$ cat src/rtl/fetch_pkg.sv
// Shared definitions for the instruction-fetch stage: redirect source
// encodings, fetch FSM state codes and the default NOP instruction word.
package fetch_pkg;

  // Redirect source selector driven by decode-stage PC control
  localparam logic [1:0] PC_SEQ    = 2'd0;
  localparam logic [1:0] PC_JUMP   = 2'd1;
  localparam logic [1:0] PC_BRANCH = 2'd2;
  localparam logic [1:0] PC_RETURN = 2'd3;

  // Fetch FSM state codes
  typedef logic [1:0] fetch_state_t;
  localparam fetch_state_t ST_IDLE  = 2'd0;
  localparam fetch_state_t ST_FETCH = 2'd1;
  localparam fetch_state_t ST_HOLD  = 2'd2;
  localparam fetch_state_t ST_DRAIN = 2'd3;

  localparam logic [15:0] DEFAULT_NOP = 16'h0000;

endpackage

$ cat src/rtl/fetch_pc_sel.sv
// Next-PC selector: picks the sequential or redirect target from pcSrc.
module fetch_pc_sel
  import fetch_pkg::*;
(
  input  logic [1:0]  pcSrc,
  input  logic [15:0] pc_plus1,
  input  logic [15:0] jumpTarget,
  input  logic [15:0] branchTarget,
  input  logic [15:0] returnAddr,
  output logic [15:0] next_pc
);

  // Pure mux; all targets are already full 16-bit word addresses
  always_comb begin
    next_pc = pc_plus1;
    case (pcSrc)
      PC_SEQ:    next_pc = pc_plus1;
      PC_JUMP:   next_pc = jumpTarget;
      PC_BRANCH: next_pc = branchTarget;
      PC_RETURN: next_pc = returnAddr;
      default:   next_pc = pc_plus1;
    endcase
  end

endmodule

$ cat src/rtl/fetch_stage.sv
// Instruction-fetch stage with IF/ID pipeline register for the 16-bit core.
// Owns the PC, fetches over a req/ack handshake, parks a word that arrives
// during a hazard stall in a one-entry skid register, and drains an unacked
// request after a redirect so the memory never sees a changing address.
// Optional feature: define FETCH_PERF_CNT_EN to add saturating performance
// counters fetchCnt, stallCnt and killCnt.
module fetch_stage
  import fetch_pkg::*;
#(
  parameter logic [15:0] RESET_PC  = 16'h0000,
  parameter logic [15:0] NOP_INSTR = DEFAULT_NOP
) (
  input  logic        clk,
  input  logic        rst_n,
  input  logic        stall,
  input  logic        kill,
  input  logic [1:0]  pcSrc,
  input  logic [15:0] jumpTarget,
  input  logic [15:0] branchTarget,
  input  logic [15:0] returnAddr,
  output logic        imemReq,
  output logic [15:0] imemAddr,
  input  logic        imemAck,
  input  logic [15:0] imemData,
  output logic [15:0] ifInstr,
  output logic [15:0] ifPcPlus1,
  output logic        ifValid
`ifdef FETCH_PERF_CNT_EN
  ,
  output logic [15:0] fetchCnt,
  output logic [15:0] stallCnt,
  output logic [15:0] killCnt
`endif
);

  fetch_state_t state;
  logic [15:0]  pc;
  logic [15:0]  pc_plus1;
  logic [15:0]  next_pc;
  logic [15:0]  drain_addr;
  logic         redirect;

  // IF/ID register
  logic [15:0]  instr_p1;
  logic [15:0]  pc_plus1_p1;
  logic         vld_p1;

  // Skid entry for a word acked while decode is stalled
  logic [15:0]  skid_instr;
  logic [15:0]  skid_pc_plus1;
  logic         skid_vld;

  assign pc_plus1 = pc + 16'd1;
  // Stall wins over kill: the control instruction stays in ID and retries
  assign redirect = kill && !stall;

  fetch_pc_sel u_pc_sel (
    .pcSrc        (pcSrc),
    .pc_plus1     (pc_plus1),
    .jumpTarget   (jumpTarget),
    .branchTarget (branchTarget),
    .returnAddr   (returnAddr),
    .next_pc      (next_pc)
  );

  // Request is live in FETCH and DRAIN; DRAIN keeps presenting the abandoned address
  always_comb begin
    imemReq  = (state == ST_FETCH) || (state == ST_DRAIN);
    imemAddr = (state == ST_DRAIN) ? drain_addr : pc;
  end

  assign ifInstr   = instr_p1;
  assign ifPcPlus1 = pc_plus1_p1;
  assign ifValid   = vld_p1;

  // Control path: FSM, PC and IF/ID register
  always_ff @(posedge clk) begin
    if (!rst_n) begin
      state       <= ST_IDLE;
      pc          <= RESET_PC;
      instr_p1    <= NOP_INSTR;
      pc_plus1_p1 <= 16'h0000;
      vld_p1      <= 1'b0;
      skid_vld    <= 1'b0;
    end else begin
      case (state)
        ST_IDLE: begin
          state <= ST_FETCH;
          if (redirect) begin
            pc       <= next_pc;
            instr_p1 <= NOP_INSTR;
            vld_p1   <= 1'b0;
          end
        end
        ST_FETCH: begin
          if (redirect) begin
            pc       <= next_pc;
            instr_p1 <= NOP_INSTR;
            vld_p1   <= 1'b0;
            skid_vld <= 1'b0;
            // An acked word is simply dropped; an unacked one must be drained
            state    <= imemAck ? ST_FETCH : ST_DRAIN;
          end else if (imemAck && !stall) begin
            instr_p1    <= imemData;
            pc_plus1_p1 <= pc_plus1;
            vld_p1      <= 1'b1;
            pc          <= pc_plus1;
          end else if (imemAck) begin
            skid_vld <= 1'b1;
            pc       <= pc_plus1;
            state    <= ST_HOLD;
          end else if (!stall) begin
            instr_p1 <= NOP_INSTR;
            vld_p1   <= 1'b0;
          end
        end
        ST_HOLD: begin
          if (redirect) begin
            pc       <= next_pc;
            instr_p1 <= NOP_INSTR;
            vld_p1   <= 1'b0;
            skid_vld <= 1'b0;
            state    <= ST_FETCH;
          end else if (!stall) begin
            instr_p1    <= skid_instr;
            pc_plus1_p1 <= skid_pc_plus1;
            vld_p1      <= skid_vld;
            skid_vld    <= 1'b0;
            state       <= ST_FETCH;
          end
        end
        ST_DRAIN: begin
          if (redirect) begin
            pc <= next_pc;
          end
          if (!stall) begin
            instr_p1 <= NOP_INSTR;
            vld_p1   <= 1'b0;
          end
          if (imemAck) begin
            state <= ST_FETCH;
          end
        end
        default: state <= ST_IDLE;
      endcase
    end
  end

  // Data path: skid payload and the address held during a drain
  always_ff @(posedge clk) begin
    if (state == ST_FETCH && imemAck && stall) begin
      skid_instr    <= imemData;
      skid_pc_plus1 <= pc_plus1;
    end
    if (state == ST_FETCH && redirect && !imemAck) begin
      drain_addr <= pc;
    end
  end

`ifdef FETCH_PERF_CNT_EN
  function automatic logic [15:0] sat_inc(input logic [15:0] v);
    return (v == 16'hFFFF) ? v : v + 16'd1;
  endfunction

  // Saturating event counters: accepted fetches, stall cycles, applied redirects
  always_ff @(posedge clk) begin
    if (!rst_n) begin
      fetchCnt <= 16'h0000;
      stallCnt <= 16'h0000;
      killCnt  <= 16'h0000;
    end else begin
      if (state == ST_FETCH && imemAck && !redirect) fetchCnt <= sat_inc(fetchCnt);
      if (stall)                                     stallCnt <= sat_inc(stallCnt);
      if (redirect)                                  killCnt  <= sat_inc(killCnt);
    end
  end
`endif

endmodule

$ cat config.mk
export PLATFORM = sky130hd
export DESIGN_NAME = fetch_stage
export DESIGN_NICKNAME = d
export VERILOG_FILES = /design/src/rtl/fetch_pkg.sv /design/src/rtl/fetch_pc_sel.sv /design/src/rtl/fetch_stage.sv
export SDC_FILE = /design/constraint.sdc
export NUM_CORES = 1
export LEC_CHECK = 0
export ABC_AREA = 1
export CORE_MARGIN = 1
export CORE_UTILIZATION = 35
export CTS_CLUSTER_DIAMETER = 120
export DETAILED_ROUTE_END_ITERATION = 8
export PLACE_DENSITY = 0.59
export SYNTH_ARGS = -nofsm -noshare
export SYNTH_HDL_FRONTEND = slang
export SYNTH_HIERARCHICAL = 1
export SYNTH_SLANG_ARGS = --single-unit
$ cat constraint.sdc
create_clock -name clk -period 4.01 [get_ports clk]
set_input_delay 0.401 -clock clk [delete_from_list [all_inputs] [get_ports clk]]
set_output_delay 0.401 -clock clk [all_outputs]
set_load 0.02 [all_outputs]
==> flow_summary.yaml <==
power:
  p_per_area_nw_per_um2: 453
  p_total_w: 0.00305
  p_leak_nw: 2.64
  ir_drop_uv: 216
clocking:
  htree_num_levels: 3
  cts.sinks: 100
  insertion_delay_ps: 340
  cts_made_buffers: 9
  cts_tree: "built"
  clock-root-buffer: "clkbuf_16"
  clockBufferDepth: 2
  post-cts-setup-buffer-count: 0
  clkSlewWorstSetupHoldPaths_ps: 70
  cts-hold-fix-buffers: 0
  post_cts_resized: 0
setup_path:
  critPathMaxFanout: 30
  critPathRequiredTime_ps: 3610
  rr_startpoint: "pc[1]"
  rr_worst_depth: 11
  r2r-end: "pc[8]"
  crit_path_start: "state[0]"
  setup.worst_path.class: "reg2out"
  critPathCapture: "imemReq"
  rrSetupSlack_ps: 1730
  critPathLaunchType: "flop"
  critPathCaptureType: "output port"
  worstPathArrival_ps: 2500
sta:
  hold_viol: 0
  period_share: 0.724
  fin_worst_skew_ps: 5.48
  setup_tns_ps: 0
  slew_headroom: 0.455
  fin_hold_ws_ps: 459
  tightest_slew_ps: 818
  rsz0062_at_grt: "false"
  final-max-slew-violation-count: 0
  min_period_ps: 2900
  fmax_ghz: 0.345
  setup_viol: 0
synthesis:
  synth_area_leaders: "edfxtp_1 28%, dfxtp_1 20%, nand2_1 14%, nand3_1 5.9%, a21oi_1 5.4%"
  ys_async_sr_fraction: 0
  synth-main-ff-cell: "dfxtp_1"
  avgSynthCellArea_um2: 7.98
  synthCells: 647
  synth-seq-cells: 100
  synth_most_common_cell: "nand2_1"
  syn_nets: 724
  synth_top_area_frac: 0.279
  yosys.area.top_type: "edfxtp_1"
  ys_types: 35
  ys_seq_area_frac: 0.481
  synthesis.area_um2: 5160
  synthTopCellsByCount: "189 x nand2_1, 65 x inv_1, 61 x nand3_1, 56 x a21oi_1, 52 x dfxtp_1"
  ys.warnings.count: 6
  synth_edf_count: 48
cells_and_area:
  diodes: 0
  stdcell_count: 940
  layout-drive-gt1-share: 0.0648
  finalNetCount: 828
  syn2layout_area_growth_pct: 30.3
floorplanning:
  io-pin-count: 121
  die_h_um: 123
  core_area_um2: 14500
  dieArea_um2: 15200
  start_util: 0.357
  core.rowCount: 44
  die_x_um: 123
grt:
  grt_use_total: 0.195
  grt_pass1_vias: 4372
  grt_max_degree: 31
  grt_antenna_before_repair: 0
  grt.overflow.total: 0
  grt_pass1_wl_mm: 22.4
job:
  drv_cap: 0
drt:
  ant_nets: 0
  first_pass_iters: 5
  vias_per_cell: 4.92
  drt_iter0_drc: 391
  vias: 4629
  remaining_drc_errors: 0
  routed_wl_mm: 14.3
  drt-wirelength-per-cell_um: 15.2
place:
  placed_cells: 924
  place_congestion: 0.891
  io_buffers: 120
  dpl.hpwl_mm: 10.7
worst_hold_path:
  hold_start: "ifInstr[14]"
  hold_class: "reg2reg"
outcome:
  status: "completed"
[critical path, cell delays in order, from the launching register on]
cell             delay, ps
dfxtp_1                380
ha_1                   710
inv_1                  260
nand2_1                170
clkdlybuf4s50_1        640
[sequential cells by signal, summed over array words and instances (netlist names)]
signal         count
ifPcPlus1         16
skid_pc_plus1     16
skid_instr        16
skid_vld           1
drain_addr        16
ifValid            1
state              2
ifInstr           16
pc                16
[cells by family (layout without fill, tap and decap cells)]
logic type	Yosys count	in the layout	share of synthesized area
AND/OR/NAND/NOR	300	300	0.253
XOR/XNOR	8	8	0.0136
multiplexers	1	1	0.00194
flip-flops	100	100	0.481
adder cells (fa/ha/maj)	6	6	0.0145
AO/OA/AOI/OAI	124	124	0.136
buffers and inverters	108	217	0.0996
[cell usage in the layout, fill, tap and decap left out, types with 9 or more instances in the layout]
cell,instances
nand2_1,189
clkdlybuf4s50_1,120
inv_1,65
nand3_1,61
a21oi_1,56
dfxtp_1,52
edfxtp_1,48
o21ai_0,38
nand4_1,21
nor2_1,19
o2bb2ai_1,12
clkbuf_16,9
[metal layers]
metal | up-vias | routed length [µm] | global-route usage
met1 | 2094 | 6420 | 0.259
met4 | 0 | 325 | 0.0941
met5 | - | 0 | 0
li1 | 2360 | - | -
met3 | 18 | 989 | 0.0341
met2 | 157 | 6530 | 0.308
[through the flow]
step	instance area (µm²)	util	setup WS [ps]
2_1_floorplan	5160	-	1720
3_3_place_gp	6420	0.443	1490
3_5_place_dp	6420	0.443	1430
4_1_cts	6730	0.465	1050
5_1_grt	6730	0.465	827
6_report	6730	0.465	1110
[layout make-up]
cell class / count / area [µm²]
clock buffer: 11 / 253
clock inverter: 5 / 57.6
fill: 1404 / 7750
inverter: 73 / 274
multi-input combinational: 439 / 2170
sequential: 100 / 2480
tap: 184 / 230
timing repair buffer: 128 / 1260
[worst min path at each step]
stage,cells after the start,end,slack [ps]
after floorplan,0,drain_addr[2],400
after global placement,2,ifInstr[14],450
after detailed placement,2,ifInstr[11],450
after CTS,2,ifInstr[11],460
after global routing,2,ifInstr[14],470
final,2,ifInstr[14],460
[power breakdown]
group	total (W)	switching, W	internal, W
clock network	0.000902	0.000382	0.000520
registers	0.00125	0.0000764	0.00118
logic	0.000893	0.000547	0.000346
total	0.00305	0.00100	0.00204
Power figures use the tool's default switching activity.
